## src/rtl/serial_adder_pkg.sv

```systemverilog
// serial_adder_pkg: shared state encoding and counter-width helper for serial_adder.
package serial_adder_pkg;

   typedef enum logic [1:0] {
      IDLE = 2'd0,
      RUN  = 2'd1,
      DONE = 2'd2
   } state_t;

   // Ceiling log2; clog2(n) bits hold any value 0..n-1.
   function automatic int unsigned clog2(input int unsigned n);
      int unsigned r;
      r = 0;
      while ((64'd1 << r) < 64'(n)) r = r + 1;
      return r;
   endfunction

endpackage

```

## src/rtl/serial_adder_fa_cell.sv

```systemverilog
// fa_cell: one-bit combinational full adder used by serial_adder.
// Ports: a, b, ci - addend bits and carry-in; s - sum bit; co - carry-out.
module fa_cell (
   input  logic a,
   input  logic b,
   input  logic ci,
   output logic s,
   output logic co
);

   assign s  = a ^ b ^ ci;
   assign co = (a & b) | (a & ci) | (b & ci);

endmodule

```

## src/rtl/serial_adder.sv

```systemverilog
// serial_adder: bit-serial adder/subtractor, one result bit per clock, LSB first.
// Ports: clk, rst (sync, active-high); start/sub/a/b/cin request an operation
// (sampled only in IDLE); sum/cout hold the last result; busy is high in RUN
// and DONE; done pulses once per completed operation.
// Optional: define SERIAL_ADDER_OVF_EN to add the signed-overflow output ovf.
module serial_adder
   import serial_adder_pkg::*;
#(
   parameter int unsigned WIDTH = 8
) (
   input  logic             clk,
   input  logic             rst,
   input  logic             start,
   input  logic             sub,
   input  logic [WIDTH-1:0] a,
   input  logic [WIDTH-1:0] b,
   input  logic             cin,
   output logic [WIDTH-1:0] sum,
   output logic             cout,
   output logic             busy,
   output logic             done
`ifdef SERIAL_ADDER_OVF_EN
   ,
   output logic             ovf
`endif
);

   localparam int unsigned CW = clog2(WIDTH + 1);

   state_t           state;
   state_t           state_nx;
   logic [WIDTH-1:0] a_sr;
   logic [WIDTH-1:0] b_sr;
   logic [WIDTH-2:0] r_sr;
   logic             carry;
   logic [CW-1:0]    cnt;
   logic             bit_s;
   logic             bit_co;
   logic             last_c;
   logic [WIDTH-1:0] r_nx_c;

   // Single full-adder cell working on the current LSBs and the carry register.
   fa_cell u_fa (
      .a  (a_sr[0]),
      .b  (b_sr[0]),
      .ci (carry),
      .s  (bit_s),
      .co (bit_co)
   );

   assign last_c = (cnt == CW'(WIDTH - 1));
   // New bit enters at the MSB; after WIDTH shifts this is the full result.
   assign r_nx_c = {bit_s, r_sr};

   // Next-state logic.
   always_comb begin
      state_nx = state;
      case (state)
         IDLE:    if (start) state_nx = RUN;
         RUN:     if (last_c) state_nx = DONE;
         DONE:    state_nx = IDLE;
         default: state_nx = IDLE;
      endcase
   end

   // State register, datapath and registered outputs.
   always_ff @(posedge clk) begin
      if (rst) begin
         state <= IDLE;
         a_sr  <= '0;
         b_sr  <= '0;
         r_sr  <= '0;
         carry <= 1'b0;
         cnt   <= '0;
         sum   <= '0;
         cout  <= 1'b0;
         busy  <= 1'b0;
         done  <= 1'b0;
`ifdef SERIAL_ADDER_OVF_EN
         ovf   <= 1'b0;
`endif
      end else begin
         state <= state_nx;
         busy  <= (state_nx != IDLE);
         // Pulse lags the DONE state by one cycle, giving WIDTH+1 latency.
         done  <= (state == DONE);
         case (state)
            IDLE: begin
               if (start) begin
                  a_sr  <= a;
                  b_sr  <= sub ? ~b : b;
                  carry <= sub ? 1'b1 : cin;
                  cnt   <= '0;
               end
            end
            RUN: begin
               a_sr  <= a_sr >> 1;
               b_sr  <= b_sr >> 1;
               r_sr  <= r_nx_c[WIDTH-1:1];
               carry <= bit_co;
               cnt   <= cnt + CW'(1);
               if (last_c) begin
                  sum  <= r_nx_c;
                  cout <= bit_co;
`ifdef SERIAL_ADDER_OVF_EN
                  // Carry into MSB is the carry register during the MSB cycle.
                  ovf  <= carry ^ bit_co;
`endif
               end
            end
            default: ;
         endcase
      end
   end

endmodule

```

## config.mk

```make
export PLATFORM = sky130hd
export DESIGN_NAME = serial_adder
export DESIGN_NICKNAME = d
export VERILOG_FILES = /design/src/rtl/serial_adder_pkg.sv /design/src/rtl/serial_adder_fa_cell.sv /design/src/rtl/serial_adder.sv
export SDC_FILE = /design/constraint.sdc
export NUM_CORES = 1
export LEC_CHECK = 0
export CAP_MARGIN = 30
export CORE_MARGIN = 1.5
export CORE_UTILIZATION = 52
export DETAILED_ROUTE_END_ITERATION = 16
export GPL_TIMING_DRIVEN = 0
export PLACE_DENSITY = 0.79
export SLEW_MARGIN = 20
export SYNTH_ARGS = -nofsm -noshare
export SYNTH_HDL_FRONTEND = slang
export SYNTH_SLANG_ARGS = --single-unit
```

## constraint.sdc

```tcl
create_clock -name clk -period 1.75 [get_ports clk]
set_clock_uncertainty 0.15 [all_clocks]
set_input_delay 0.175 -clock clk [delete_from_list [all_inputs] [get_ports clk]]
set_output_delay 0.175 -clock clk [all_outputs]
set_load 0.005 [all_outputs]
```

==> results.py <==
metrics = {
    "die": {
        "rows": 21,
        "start_util_pct": 54.35,
        "dieArea_mm2": 0.003880,
        "ios": 32,
        "die_w_um": 62.29,
        "die_h_um": 62.29,
        "core-area_mm2": 0.003363,
    },
    "synth": {
        "synth.distinct_cells": 33,
        "synth_common_cells": "dfxtp_1, nand2b_1, a21oi_1",
        "synth_seq_cells": 41,
        "synth-edff-count": 0,
        "synth_area_mm2": 0.001828,
        "netlist_instances": 197,
        "async_reset_ff_share_pct": 0,
        "yosys.area.top_type": "dfxtp_1",
        "avgSynthCellArea_um2": 9.279,
        "synth_warnings": 0,
        "yosysTopAreaCellShare_pct": 44.90,
        "yosysSeqAreaShare_pct": 44.90,
        "synth_nets": 220,
        "synth.most_common_cell": "dfxtp_1",
        "yosys_most_used_dff": "dfxtp_1",
        "netlist_top_cells_area": "dfxtp_1, nand2b_1, mux2i_1, a21oi_1, a22oi_1",
    },
    "cells_and_area": {
        "synthToLayoutAreaGrowth_pct": 22.79,
        "fin_util_pct": 66.74,
        "fin_nets": 257,
        "layout-drive-gt1-share_pct": 11.11,
        "diodes": 0,
        "final_cells": 280,
    },
    "power_and_ir_drop": {
        "p_per_area_mw_per_mm2": 771.1,
        "p_int_uw": 1294,
        "vdd_drop_max_mv": 0.5455,
        "p_sw_uw": 436.6,
        "p_leak_uw": 0.0007962,
        "combPwrFrac_pct": 14.2,
        "swShare_pct": 25.22,
        "p_clk_share_pct": 28.0,
        "p_seq_share_pct": 57.8,
    },
    "clock_tree": {
        "cts_buffers": 5,
        "clock_latency_ns": 0.35,
        "cts_buffer_depth": 2,
        "cts_resized": 0,
        "root_buffer": "clkbuf_4",
        "cts_tree": "yes",
        "hold_buffers": 0,
        "clock_sinks": 41,
        "htree_levels": 2,
        "clk_pin_slew_ns": 0.12,
        "cts_setup_buffers": 0,
    },
    "sta": {
        "setup_tns_ns": 0,
        "maxSlewHeadroom_pct": 65.10,
        "rsz0062_at_grt": "no",
        "worst-slew-pin-transition_ns": 0.5235,
        "hold_violations": 0,
        "fin_crit_ns": 1.660,
        "maxSlewViolCount": 0,
        "min_period_over_period_pct": 94.85,
        "finalSetupViolCount": 0,
        "max_freq_mhz": 602.5,
    },
    "critical_path": {
        "critPathKind": "input port to flop",
        "critPathMaxFanout": 10,
        "critPathLaunchType": "input port",
        "endpoint_kind": "flop",
        "worstPathArrival_ns": 1.73,
        "cp_data_required_time_ns": 1.82,
    },
    "routing": {
        "dr.pass1.iters": 4,
        "routed_wl_mm": 3.521,
        "ant_nets": 0,
        "first_iter_violations": 54,
        "wl_per_cell_um": 12.58,
        "drc": 0,
        "via_per_inst": 5.214,
        "via_count": 1460,
    },
    "global_routing": {
        "grt_usage_pct": 20.36,
        "antenna_found_initial": 0,
        "grt_overflow_total": 0,
        "grt_max_degree": 13,
        "grt_pass1_vias": 1423,
        "grt_pass1_wl_mm": 6.375,
    },
    "min_path": {
        "hp-class": "input port to flop",
    },
    "run_status": {
        "status": "finished, final reports clean",
    },
    "flow_run": {
        "cap_violations": 0,
    },
    "placement": {
        "gp_congestion": 0.7629,
        "port-buffer-count": 30,
        "dp.cells": 273,
        "dp_hpwl_mm": 2.524,
    },
}
-- cell families after synthesis --
group,Yosys count,synth area share (%)
compound gates,37,13.00
xor+xnor,8,3.833
fa+ha+maj,2,1.780
buf+inv,17,5.065
flops,41,44.90
mux,10,5.544
simple gates,82,25.87
-- metrics by stage --
step	hold slack [ns]	worst slack, ns	area [µm²]	power (µW)
final	0.1205	0.09012	2245	1731
after global routing	0.1269	0.01549	2245	1829
after CTS	0.1248	0.09622	2245	1737
after global placement	0.2938	-0.2581	2186	1261
after floorplan	0.1733	0.3238	1828	1175
after detailed placement	0.3072	-0.2821	2186	1267
-- cells in the final DEF, fill, tap and decap left out, types with 6 or more instances in the layout --
cell type / n
nor2_1: 14
or3b_2: 6
xnor2_1: 7
o22ai_1: 7
nor3_1: 10
a22oi_1: 10
nand2b_1: 27
a21oi_1: 16
clkbuf_1: 7
dfxtp_1: 41
nand2_1: 14
mux2i_1: 9
clkdlybuf4s50_1: 30
-- routing by layer --
layer / track usage [%] / routed length, µm / vias up
met3: 6.703 / 154 / 10
met5: 0 / 0 / -
li1: - / - / 751
met4: 7.222 / 94 / 0
met2: 32.88 / 1611 / 40
met1: 25.54 / 1661 / 659
-- power groups by stage --
stage	registers (µW)	clock network (µW)	logic (µW)
after floorplan	1010	0	161
after global placement	1020	0	242
after detailed placement	1020	0	247
after CTS	1000	490	247
after global routing	1010	548	275
final	1000	484	246
-- worst max-delay path, stage by stage --
cell and delay (ns):
clkdlybuf4s50_1 0.60, clkbuf_1 0.35, clkbuf_1 0.47, nor3_1 0.13
-- sequential cells by signal, indices dropped and copies added, names as in the netlist --
name   count
cout       1
b_sr       8
a_sr       8
carry      1
done       1
busy       1
state      2
sum        8
r_sr       7
cnt        4
-- final timing paths --
check	from	slack, ns	end	depth (start not counted)
worst max-delay path	rst	0.09	a_sr[2]$_SDFFE_PP0P_	4
worst min-delay path	sub	0.12	b_sr[2]$_SDFFE_PP0P_	3
worst max register to register	state[0]$_SDFF_PP0_	0.23	cout$_SDFFE_PP0P_	5
worst min register to register	r_sr[0]$_SDFFE_PP0P_	0.33	r_sr[0]$_SDFFE_PP0P_	2
-- final cells by class --
type	instances	area, µm²
Clock buffer	6	51.30
Timing Repair Buffer	30	300.3
Fill cell	327	1119
Tap cell	46	57.56
Buffer	17	92.59
Sequential cell	41	820.8
Multi-Input combinational cell	139	914.6
Clock inverter	1	7.507
Power figures use the tool's default switching activity.
==> RTL edit: new RTL, same flow settings <==
Register the inputs `start`, `sub`, `a`, `b` and `cin` before use, without a reset. The logic sees them one clock later.
--- a/src/rtl/serial_adder.sv
+++ b/src/rtl/serial_adder.sv
@@ -27,4 +27,18 @@
 
    localparam int unsigned CW = clog2(WIDTH + 1);
+
+   logic start_q;
+   logic sub_q;
+   logic [WIDTH-1:0] a_q;
+   logic [WIDTH-1:0] b_q;
+   logic cin_q;
+
+   always_ff @(posedge clk) begin
+      start_q <= start;
+      sub_q   <= sub;
+      a_q     <= a;
+      b_q     <= b;
+      cin_q   <= cin;
+   end
 
    state_t           state;
@@ -57,5 +71,5 @@
       state_nx = state;
       case (state)
-         IDLE:    if (start) state_nx = RUN;
+         IDLE:    if (start_q) state_nx = RUN;
          RUN:     if (last_c) state_nx = DONE;
          DONE:    state_nx = IDLE;
@@ -87,8 +101,8 @@
          case (state)
             IDLE: begin
-               if (start) begin
-                  a_sr  <= a;
-                  b_sr  <= sub ? ~b : b;
-                  carry <= sub ? 1'b1 : cin;
+               if (start_q) begin
+                  a_sr  <= a_q;
+                  b_sr  <= sub_q ? ~b_q : b_q;
+                  carry <= sub_q ? 1'b1 : cin_q;
                   cnt   <= '0;
                end
Formal check against the unedited RTL: not equivalent (Yosys sat finds a counterexample within 4 cycles, from zero or initial values and one cycle with rst high).
==> RTL edit against the unedited design <==
  * Maximum frequency increased by 6.8%
  * Design area rose by 21%
  * Clock power is 140% higher
  * Routed wire length up 5.3%
  * Worst setup slack improved by 0.11 ns
  * First-iteration DRC count rose by 65%
  * Via count up 5.7%
  * Sequential cell count up 19
  * Area after synthesis up 19%
  * Combinational power down 7%
  * Total power grew 65%
==> RTL edit: results (changes against the unedited design) <==
status:
  status: "complete, no violations"  # unchanged
global_route:
  grt_pass1_vias: 1365  # was 1423
  met3_usage: 0.0750  # was 0.0670
  met1_usage: 0.227  # was 0.255
  grtUsageTotal: 0.187  # was 0.204
  grt_util_met2: 0.277  # was 0.329
  grt_pass1_wl_um: 6040  # was 6380 um
cts:
  cts_made_buffers: 9  # was 5
  clk_latency_ns: 0.33  # was 0.35 ns
  path_clk_slew_ns: 0.06  # was 0.12 ns
  cts_max_level: 3  # was 2
  clock-root-buffer: "clkbuf_8"  # was clkbuf_4
worst_setup_path:
  cp.arrival_ns: 1.60  # was 1.73 ns
  endpoint: "b_sr[3]$_SDFFE_PP0P_"  # was a_sr[2]$_SDFFE_PP0P_
  slowest_delay_ns: 0.52  # was 0.60 ns
  rr_endpoint: "sum[2]$_SDFFE_PP0P_"  # was cout$_SDFFE_PP0P_
  r2r_setup_slack_ns: 0.21  # was 0.23 ns
synthesis:
  muxShareOfSynthArea: 0.0462  # was 0.0554
  yosys-top-cells-area: "dfxtp_1 (55%), nand2b_1 (5.8%), mux2i_1 (4.6%), a22oi_1 (3.8%), o22ai_1 (3.8%)"  # was dfxtp_1 (45%), nand2b_1 (9.2%), mux2i_1 (4.9%), a21oi_1 (4.4%), a22oi_1 (4.1%)
  synth-xor-area-share: 0.0323  # was 0.0383
  ys_top_cells_by_count: "dfxtp_1 (60), nand2b_1 (20), nand2_1 (15)"  # was dfxtp_1 (41), nand2b_1 (27), a21oi_1 (16)
  yosysSeqAreaShare: 0.554  # was 0.449
  synth_adder_area_share: 0.0150  # was 0.0178
  synth-compound-area-share: 0.140  # was 0.130
  syn_nets: 226  # was 220
final_layout:
  final_layout_size_suffix_gt1_frac: 0.116  # was 0.111
  final_nets: 268  # was 257
place:
  io_buffers: 31  # was 30
  gp_congestion: 0.821  # was 0.763
  place_area_mm2: 0.00254  # was 0.00219 mm^2
route:
  wl_um: 3710  # was 3520 um
  route.met3.wl_um: 192  # was 154 um
  viasPerCell: 5.16  # was 5.21
  met2WireLength_um: 1700  # was 1610 um
  first_iter_violations: 89  # was 54
  drt-met1-wl_um: 1730  # was 1660 um
timing:
  tightest_slew_ns: 0.475  # was 0.524 ns
  whs_ns: 0.135  # was 0.121 ns
  period_share: 0.888  # was 0.949
min_path:
  hold_path_depth: 1  # was 3
  min_to: "b_q[2]$_DFF_P_"  # was b_sr[2]$_SDFFE_PP0P_
power_and_ir_drop:
  p_leak_nw: 1.01  # was 0.796 nW
  ir_worst_vdd_v: 0.000604  # was 0.000545 V
==> RTL edit: cell types whose count changed after synthesis, sizes merged, moves of 5 or more <==
cell / delta
dfxtp: +19
a21oi: -8
nor3: -7
a211oi: +6
nand2b: -6
o22ai: +6
or3b: -5
==> RTL edit: area by class of cell <==
| cell class | instances | area (um^2) |
|---|---|---|
| timing repair buffer | 31 | 310 |
| buffer | 14 | 92.6 |
| clock buffer | 13 | 149 |
| clock inverter | 2 | 35.0 |
| fill | 331 | 1280 |
| sequential | 60 | 1200 |
| inverter | 2 | 7.51 |
| tap | 50 | 62.6 |
| multi-input combinational | 127 | 866 |
==> RTL edit: power breakdown <==
group          switching [mW]  internal, mW
sequential             0.0346          1.43
combinational           0.104         0.126
clock                   0.476         0.688
==> RTL edit: metrics by stage <==
step                 util  instances  TNS [ns]
floorplan               -        203         0
global placement    0.635        284     -3.43
detailed placement  0.635        284     -4.28
CTS                 0.681        299         0
global route        0.681        299         0
finish              0.681        299         0
